$ cat config.mk
export PLATFORM = sky130hd
export DESIGN_NAME = dotp_stream_engine
export DESIGN_NICKNAME = d
export VERILOG_FILES = /design/src/rtl/dotp_pkg.sv /design/src/rtl/dotp_adder_tree.sv /design/src/rtl/dotp_stream_engine.sv
export SDC_FILE = /design/constraint.sdc
export NUM_CORES = 1
export LEC_CHECK = 0
export ABC_AREA = 1
export BUFFER_PORTS_ARGS = -buffer_cell sky130_fd_sc_hd__buf_2
export CAP_MARGIN = 5
export CORE_MARGIN = 4
export CORE_UTILIZATION = 57
export CTS_CLUSTER_DIAMETER = 40
export DETAILED_ROUTE_END_ITERATION = 10
export PLACE_DENSITY_LB_ADDON = 0.05
export REMOVE_ABC_BUFFERS = 1
export SYNTH_ARGS = -nofsm -noshare
export SYNTH_HDL_FRONTEND = slang
export SYNTH_SLANG_ARGS = --single-unit
$ cat constraint.sdc
create_clock -name clk -period 4.4 [get_ports clk]
set_input_delay 0.66 -clock clk [delete_from_list [all_inputs] [get_ports clk]]
set_output_delay 0.66 -clock clk [all_outputs]
set_load 0.005 [all_outputs]
$ cat src/rtl/dotp_pkg.sv
// Shared definitions for the dot-product stream engine: FSM encodings and
// width helpers used by the top and the adder tree.
package dotp_pkg;

   localparam logic [1:0] IDLE  = 2'd0;
   localparam logic [1:0] LOAD  = 2'd1;
   localparam logic [1:0] DRAIN = 2'd2;
   localparam logic [1:0] DONE  = 2'd3;

   function automatic int clog2(input int n);
      int r;
      int v;
      r = 0;
      v = n - 1;
      while (v > 0) begin
         r = r + 1;
         v = v >> 1;
      end
      return r;
   endfunction

   // Width of the registered adder-tree sum for a given operand width and lane count.
   function automatic int tree_sum_width(input int din, input int deg);
      return 2 * din + clog2(deg);
   endfunction

endpackage

$ cat src/rtl/dotp_adder_tree.sv
// Stage S2: reduces Para_Deg lane products to one registered sum, carrying a
// valid bit alongside the data.
module dotp_adder_tree
   import dotp_pkg::*;
#(
   parameter int Para_Deg = 4,
   parameter int Prod_W   = 16,
   parameter int Sum_W    = 18
) (
   input  logic                       clk,
   input  logic                       Comp_reset,
   input  logic                       prod_valid,
   input  logic [Para_Deg*Prod_W-1:0] prod,
   output logic                       sum_valid,
   output logic [Sum_W-1:0]           sum
);

   logic [Sum_W-1:0] node [2*Para_Deg-1];
   logic [Sum_W-1:0] tree_sum;

   // Heap-ordered binary tree: leaves at the tail, node i sums children 2i+1, 2i+2.
   always_comb begin
      for (int i = 0; i < 2*Para_Deg-1; i++) node[i] = '0;
      for (int i = 0; i < Para_Deg; i++)
         node[Para_Deg-1+i] = Sum_W'(prod[i*Prod_W +: Prod_W]);
      for (int i = Para_Deg-2; i >= 0; i--)
         node[i] = node[2*i+1] + node[2*i+2];
      tree_sum = node[0];
   end

   always_ff @(posedge clk) begin
      if (Comp_reset) begin
         sum_valid <= 1'b0;
         sum       <= '0;
      end else begin
         sum_valid <= prod_valid;
         if (prod_valid) sum <= tree_sum;
      end
   end

endmodule

$ cat src/rtl/dotp_stream_engine.sv
// Streaming dot-product engine: lane multipliers (S1), adder tree (S2) and
// accumulator (S3) behind a job FSM. Define DOTP_SATURATE_EN to clamp instead of wrap.
//
// state | meaning
// IDLE  | waiting for start; job parameters captured on start
// LOAD  | accepting beats until the beat counter reaches terminal count
// DRAIN | no new beats; waiting for the last beat to leave S3
// DONE  | result presented until the sink accepts it
module dotp_stream_engine
   import dotp_pkg::*;
#(
   parameter int Para_Deg       = 4,
   parameter int Data_Width_In  = 8,
   parameter int Data_Width_Out = 24,
   parameter int Beat_Cnt_Width = 8
) (
   input  logic                              clk,
   input  logic                              Comp_reset,
   input  logic                              start,
   input  logic [Beat_Cnt_Width-1:0]         beats,
   input  logic                              load_old,
   input  logic [Data_Width_Out-1:0]         acc_init,
   input  logic                              in_valid,
   output logic                              in_ready,
   input  logic [Para_Deg*Data_Width_In-1:0] a_data,
   input  logic [Para_Deg*Data_Width_In-1:0] b_data,
   output logic                              res_valid,
   input  logic                              res_ready,
   output logic [Data_Width_Out-1:0]         result,
   output logic [1:0]                        state
);

   localparam int Prod_W = 2 * Data_Width_In;
   localparam int Tree_W = tree_sum_width(Data_Width_In, Para_Deg);

   logic [Beat_Cnt_Width-1:0]  remaining;
   logic [Data_Width_Out-1:0]  acc;
   logic [Data_Width_Out-1:0]  acc_upd;
   logic [Para_Deg*Prod_W-1:0] s1_prod;
   logic                       s1_valid;
   logic [Tree_W-1:0]          s2_sum;
   logic                       s2_valid;
   logic                       s3_valid;
   logic                       accept;
   logic                       last_beat;

   assign in_ready  = (state == LOAD);
   assign res_valid = (state == DONE);
   assign result    = acc;
   assign accept    = in_valid & in_ready;
   assign last_beat = (remaining == Beat_Cnt_Width'(1));

   always_ff @(posedge clk) begin
      if (Comp_reset) begin
         s1_valid <= 1'b0;
         s1_prod  <= '0;
      end else begin
         s1_valid <= accept;
         if (accept) begin
            for (int i = 0; i < Para_Deg; i++)
               s1_prod[i*Prod_W +: Prod_W] <=
                  Prod_W'(a_data[i*Data_Width_In +: Data_Width_In]) *
                  Prod_W'(b_data[i*Data_Width_In +: Data_Width_In]);
         end
      end
   end

   dotp_adder_tree #(
      .Para_Deg (Para_Deg),
      .Prod_W   (Prod_W),
      .Sum_W    (Tree_W)
   ) u_tree (
      .clk        (clk),
      .Comp_reset (Comp_reset),
      .prod_valid (s1_valid),
      .prod       (s1_prod),
      .sum_valid  (s2_valid),
      .sum        (s2_sum)
   );

`ifdef DOTP_SATURATE_EN
   logic [Data_Width_Out:0] acc_wide;

   // Once clamped at all-ones, any further non-zero term carries again, so the clamp is sticky.
   always_comb begin
      acc_wide = {1'b0, acc} + {1'b0, Data_Width_Out'(s2_sum)};
      acc_upd  = acc_wide[Data_Width_Out] ? '1 : acc_wide[Data_Width_Out-1:0];
   end
`else
   always_comb begin
      acc_upd = acc + Data_Width_Out'(s2_sum);
   end
`endif

   always_ff @(posedge clk) begin
      if (Comp_reset) begin
         state     <= IDLE;
         acc       <= '0;
         remaining <= '0;
         s3_valid  <= 1'b0;
      end else begin
         s3_valid <= s2_valid;
         if (s2_valid) acc <= acc_upd;
         case (state)
            IDLE: begin
               if (start) begin
                  acc       <= load_old ? acc_init : '0;
                  remaining <= beats;
                  state     <= (beats == '0) ? DONE : LOAD;
               end
            end
            LOAD: begin
               if (accept) begin
                  remaining <= remaining - Beat_Cnt_Width'(1);
                  if (last_beat) state <= DRAIN;
               end
            end
            DRAIN: begin
               // No beats enter in DRAIN, so an empty S1/S2 with S3 just written means the last beat landed.
               if (s3_valid && !s2_valid && !s1_valid) state <= DONE;
            end
            DONE: begin
               if (res_ready) state <= IDLE;
            end
            default: state <= IDLE;
         endcase
      end
   end

endmodule

==> flow_summary.toml, run 1 <==
[drt]
firstDrtPassIters = 5
first_iter_violations = 854
routed_via_density = 5.143
drc = 0
wl_per_cell_um = 13.25
vias = 16010
postRouteWirelength_mm = 41.22
antenna_left = 0

[sta]
skew_ns = 0.008434
rsz0062_at_grt = "no"
setup_viol = 0
fin_crit_sh_pct = 93.44
final_hold_viol_count = 0
worst_slack_ns = 0.2889
final_max_slew_viol_count = 0
timing.fmax_ghz = 0.2432
worst_pin_slew_ns = 1.154
timing.hold.ws_ns = 0.4604
final.min_clock_period_ns = 4.111
max_slew_margin_pct = 23.04
tns_ns = 0

[setup_path]
end_kind = "flip-flop"
cp-start-kind = "primary input"
crit_path_max_fanout = 8
critPathKind = "in -> reg"
arrival_ns = 4.45
critPathRequiredTime_ns = 4.74

[synthesis]
synth_top_area_share_pct = 16.97
avgSynthCellArea_um2 = 6.703
yosysSeqAreaShare_pct = 13.65
synthFlopType = "dfxtp_1"
ys.warnings.count = 0
synth-seq-cells = 119
synth_area_leaders = "fa_1 (17%), ha_1 (16%), nand2_1 (14%)"
synthArstFlopShare_pct = 0
synth_cell_types = 49
syn_inst = 2604
syn-cell-area_um2 = 17450
synth-edff-count = 0
yosys.area.top_type = "fa_1"

[clock_tree]
cts.clk_slew.worst_paths_ns = 0.06
cts_tree = "yes"
postCtsResizedCells = 0
cts_setup_buffers = 0
cts.sinks = 119
clock_latency_ns = 0.44
htreeDepth = 4
cts_made_buffers = 17
clock-root-buffer = "clkbuf_16"
cts_hold_buf = 0
cts_buffer_depth = 2

[pwr]
ir_worst_vdd_mv = 0.3264
p_leak_nw = 11.92
powerDensity_nw_per_um2 = 438.7
finalPower_mw = 8.424

[global_route]
grt_overflow = 0
grt_pass1_wl_mm = 70.52
grt_max_degree = 70
grt_pass1_vias = 15700
track_usage_pct = 25.09
antenna_found_initial = 0

[die]
die_area_um2 = 33490
row_count = 63
start_util_pct = 58.27
num_io_pins = 130
coreArea_um2 = 29950
die_w_um = 183.0
die_h_um = 183.0

[place]
pre_cts_ws_ns = -0.1590
place_inst = 3080
place_area_um2 = 18580
gp_congestion = 0.8965
portBuffers = 129
dp_hpwl_mm = 34.01

[layout]
nNetsFinal = 3177
nFillCells = 2906
drive_gt1_share_pct = 9.919
final_area_um2 = 19200
antenna_cells = 0
fin_util_pct = 64.11
stdcell_count = 3112
syn_to_final_growth_pct = 10.01

[outcome]
status = "finished, final reports clean"

[flow_run]
maxCapViolCount = 0

[worst_hold_path]
min_path_type = "reg -> reg"
-- power by group --
part	switching (mW)	total [mW]	internal, mW
combinational	3.23	5.40	2.17
clock	0.528	1.49	0.960
sequential	0.206	1.54	1.33
-- cells in the mapped netlist (all sizes together) (8+ instances only) --
master	count
a211oi	17
a21oi	175
buf	32
clkbuf	74
dfxtp	119
fa	148
ha	218
inv	603
nand2	644
nand3	111
nand4	17
nor2	180
nor3	9
o211ai	8
o21ai	123
xnor2	20
xor2	54
-- critical path, cell delays in order --
cell and delay [ns]:
buf_2 0.16, nand2_1 0.10, fa_1 0.51, fa_1 0.54
inv_1 0.05, fa_1 0.53, inv_1 0.06, fa_1 0.53
inv_1 0.04, ha_1 0.32, a21oi_1 0.13, or2_2 0.11
nand3_1 0.13, a21oi_1 0.20, xor2_1 0.16, nand2_1 0.06
nand2_1 0.10, inv_1 0.03
-- layout make-up --
type	instances	area [µm²]	share of cell area [%]
clock buffers	20	446.7	2.326
inverters	604	2268	11.81
clock inverters	12	176.4	0.9187
flip-flops and latches	119	2382	12.41
well taps	390	488.0	2.541
multi-input cells	1775	12320	64.17
repair buffers	192	1119	5.825
-- metal layers --
metal	GRT usage [%]	part of all wire, %	vias to the layer above
li1	-	-	8158
met1	31.46	43	7453
met2	45.91	50	332
met3	2.757	4.6	63
met4	6.734	2.1	0
met5	0	0	-
-- cell usage in the layout (no fill, tap or decap), drive strengths merged --
cell	n
o22ai	1
a21o	4
and2	5
a31oi	4
nor3	9
inv	603
or2	7
a311oi	1
buf	192
nand2	644
a211oi	17
nor2	180
a21boi	1
xnor2	20
fa	148
o221ai	1
o21bai	7
nand3b	5
ha	218
o31ai	3
nor4	4
nand3	111
a21oi	175
bufinv	4
dfxtp	119
clkinv	7
clkinvlp	2
o211ai	8
xor2	54
nand4	17
o21ai	123
a31o	1
o21a	6
clkbuf	20
o2111ai	1
-- final timing paths --
check	startpoint	endpoint	slack (ns)	depth (start not counted)
hold reg to reg	remaining[2]	remaining[2]	0.46	2
setup reg to reg	s1_prod[48]	u_tree.sum[13]	0.97	17
hold / removal	remaining[2]	remaining[2]	0.46	2
setup / recovery	a_data[10]	s1_prod[30]	0.29	18
-- registers in the layout, summed over array words and instances (netlist names) --
register	count
state	2
result	24
u_tree.sum_valid	1
remaining	8
s1_prod	64
s1_valid	1
s3_valid	1
u_tree.sum	18
-- cells by family (layout without fill, tap and decap cells) --
family	after synthesis	in the layout	share of synthesized area [%]
xor+xnor	74	74	3.713
flops	119	119	13.65
fa+ha+maj	366	366	32.60
buf+inv	710	828	15.76
compound gates	353	353	11.18
simple gates	982	982	23.10
Note: power is estimated with default switching activity, not from simulation.
==> run 2: changes to the inputs <==
--- a/config.mk
+++ b/config.mk
@@ -8,7 +8,7 @@
 export ABC_AREA = 1
 export BUFFER_PORTS_ARGS = -buffer_cell sky130_fd_sc_hd__buf_2
 export CAP_MARGIN = 5
-export CORE_MARGIN = 4
+export CORE_MARGIN = 8
 export CORE_UTILIZATION = 57
 export CTS_CLUSTER_DIAMETER = 40
 export DETAILED_ROUTE_END_ITERATION = 10
==> flow_summary.toml, run 2 (synthesis results as in run 1) <==
[outcome]
status = "finished, final reports clean"

[clock_tree]
clock_latency_ns = 0.43
cts.sinks = 119
cts_setup_buffers = 0
cts.clk_slew.worst_paths_ns = 0.06
postCtsResizedCells = 0
cts_buffer_depth = 2
htreeDepth = 4
cts_hold_buf = 0
cts_made_buffers = 17
cts_tree = "yes"
clock-root-buffer = "clkbuf_16"

[layout]
syn_to_final_growth_pct = 9.950
final_area_um2 = 19190
stdcell_count = 3113
final_cell_mix = "nand2_1 (635), inv_1 (599), ha_1 (218)"
antenna_cells = 0
final_common_cell = "nand2_1"
largest_register_ffs = 64
top_register = "s1_prod"
nNetsFinal = 3172
nFillCells = 2953
drive_gt1_share_pct = 9.827
fin_util_pct = 63.23

[pwr]
p_leak_nw = 11.91
powerDensity_nw_per_um2 = 438.9
ir_worst_vdd_mv = 0.2980
finalPower_mw = 8.422

[drt]
postRouteWirelength_mm = 41.56
vias = 15770
firstDrtPassIters = 5
routed_via_density = 5.065
drc = 0
first_iter_violations = 757
wl_per_cell_um = 13.35
antenna_left = 0

[sta]
final_max_slew_viol_count = 0
max_slew_margin_pct = 32.10
skew_ns = 0.008018
worst_pin_slew_ns = 1.017
fin_crit_sh_pct = 91.73
setup_viol = 0
final_hold_viol_count = 0
timing.fmax_ghz = 0.2478
final.min_clock_period_ns = 4.036
rsz0062_at_grt = "no"

[global_route]
grt_pass1_wl_mm = 71.25
grt_max_degree = 52
track_usage_pct = 23.36
grt_pass1_vias = 15660
grt_overflow = 0
antenna_found_initial = 0

[setup_path]
slowest_delay_ns = 0.50
critPathRequiredTime_ns = 4.72
crit_family = "adder cells"
arrival_ns = 4.35
cp-start-kind = "primary input"
crit_buf_inv = 5
path_cells = "buf_2, nand2_1, inv_1, fa_1, fa_1, inv_1, fa_1, fa_1, inv_1, ha_1, nand2_1, o21ai_0, nand3_1, nand3_1, o21ai_0, o21ai_0, inv_1"
critPathKind = "in -> reg"
end_kind = "flip-flop"
critPathSlowestCell = "fa_1"
crit_path_max_fanout = 8

[die]
row_count = 64
start_util_pct = 57.51
die_w_um = 191.0
coreArea_um2 = 30350
num_io_pins = 130
die_h_um = 191.0
die_area_um2 = 36480

[place]
dp_hpwl_mm = 34.58
place_area_um2 = 18550
place_inst = 3081
portBuffers = 129
gp_congestion = 0.8997

[worst_hold_path]
min_path_type = "reg -> reg"

[flow_run]
maxCapViolCount = 0
==> run 2: changes by cell type in the layout (fill, tap and decap cells not counted) <==
cell,change
inv_8,+2
clkinv_2,-2
clkbuf_1,-2
clkbuf_8,-1
buf_4,-5
inv_6,+3
clkinv_4,+1
clkinvlp_4,-1
==> run 2: worst paths after layout <==
check | from | end | slack [ns] | cells after the start
max reg2reg | s1_prod[48] | u_tree.sum[16] | 0.98 | 20
max | a_data[19] | s1_prod[47] | 0.36 | 17
min reg2reg | remaining[2] | remaining[2] | 0.47 | 2
min | remaining[2] | remaining[2] | 0.47 | 2
==> run 2: layer usage <==
metal	up-vias	track usage [%]	routed length [µm]
met5	-	0	0
li1	8156	-	-
met2	260	42.40	20960
met1	7299	28.36	18120
met4	0	6.384	782
met3	51	3.320	1696
==> run 2: area by class of cell <==
cell class	count	area, µm²	area share, %
sequential	119	2382	12.41
tap	396	495.5	2.582
multi-input combinational	1775	12320	64.21
timing repair buffer	187	1081	5.633
clock inverter	15	216.5	1.128
clock buffer	17	425.4	2.217
inverter	604	2268	11.82
==> run 2: per-stage QoR <==
step           setup slack [ns]  TNS, ns  hold WS (ns)
2_1_floorplan            0.2142        0        0.4332
3_3_place_gp           -0.05112  -0.1154        0.4492
3_5_place_dp           -0.08142  -0.3701        0.4649
4_1_cts                  0.3724        0        0.4749
5_1_grt                 0.06746        0        0.5005
6_report                 0.3637        0        0.4680
==> run 2: report_power, final <==
part	switching [mW]	internal (mW)
Sequential	0.205	1.33
Combinational	3.22	2.14
Clock	0.564	0.961
==> run 2: tightest hold or removal path, stage by stage (launching register included) <==
cell and delay, ns:
dfxtp_1 0.31, nand2_1 0.06, a21oi_1 0.05
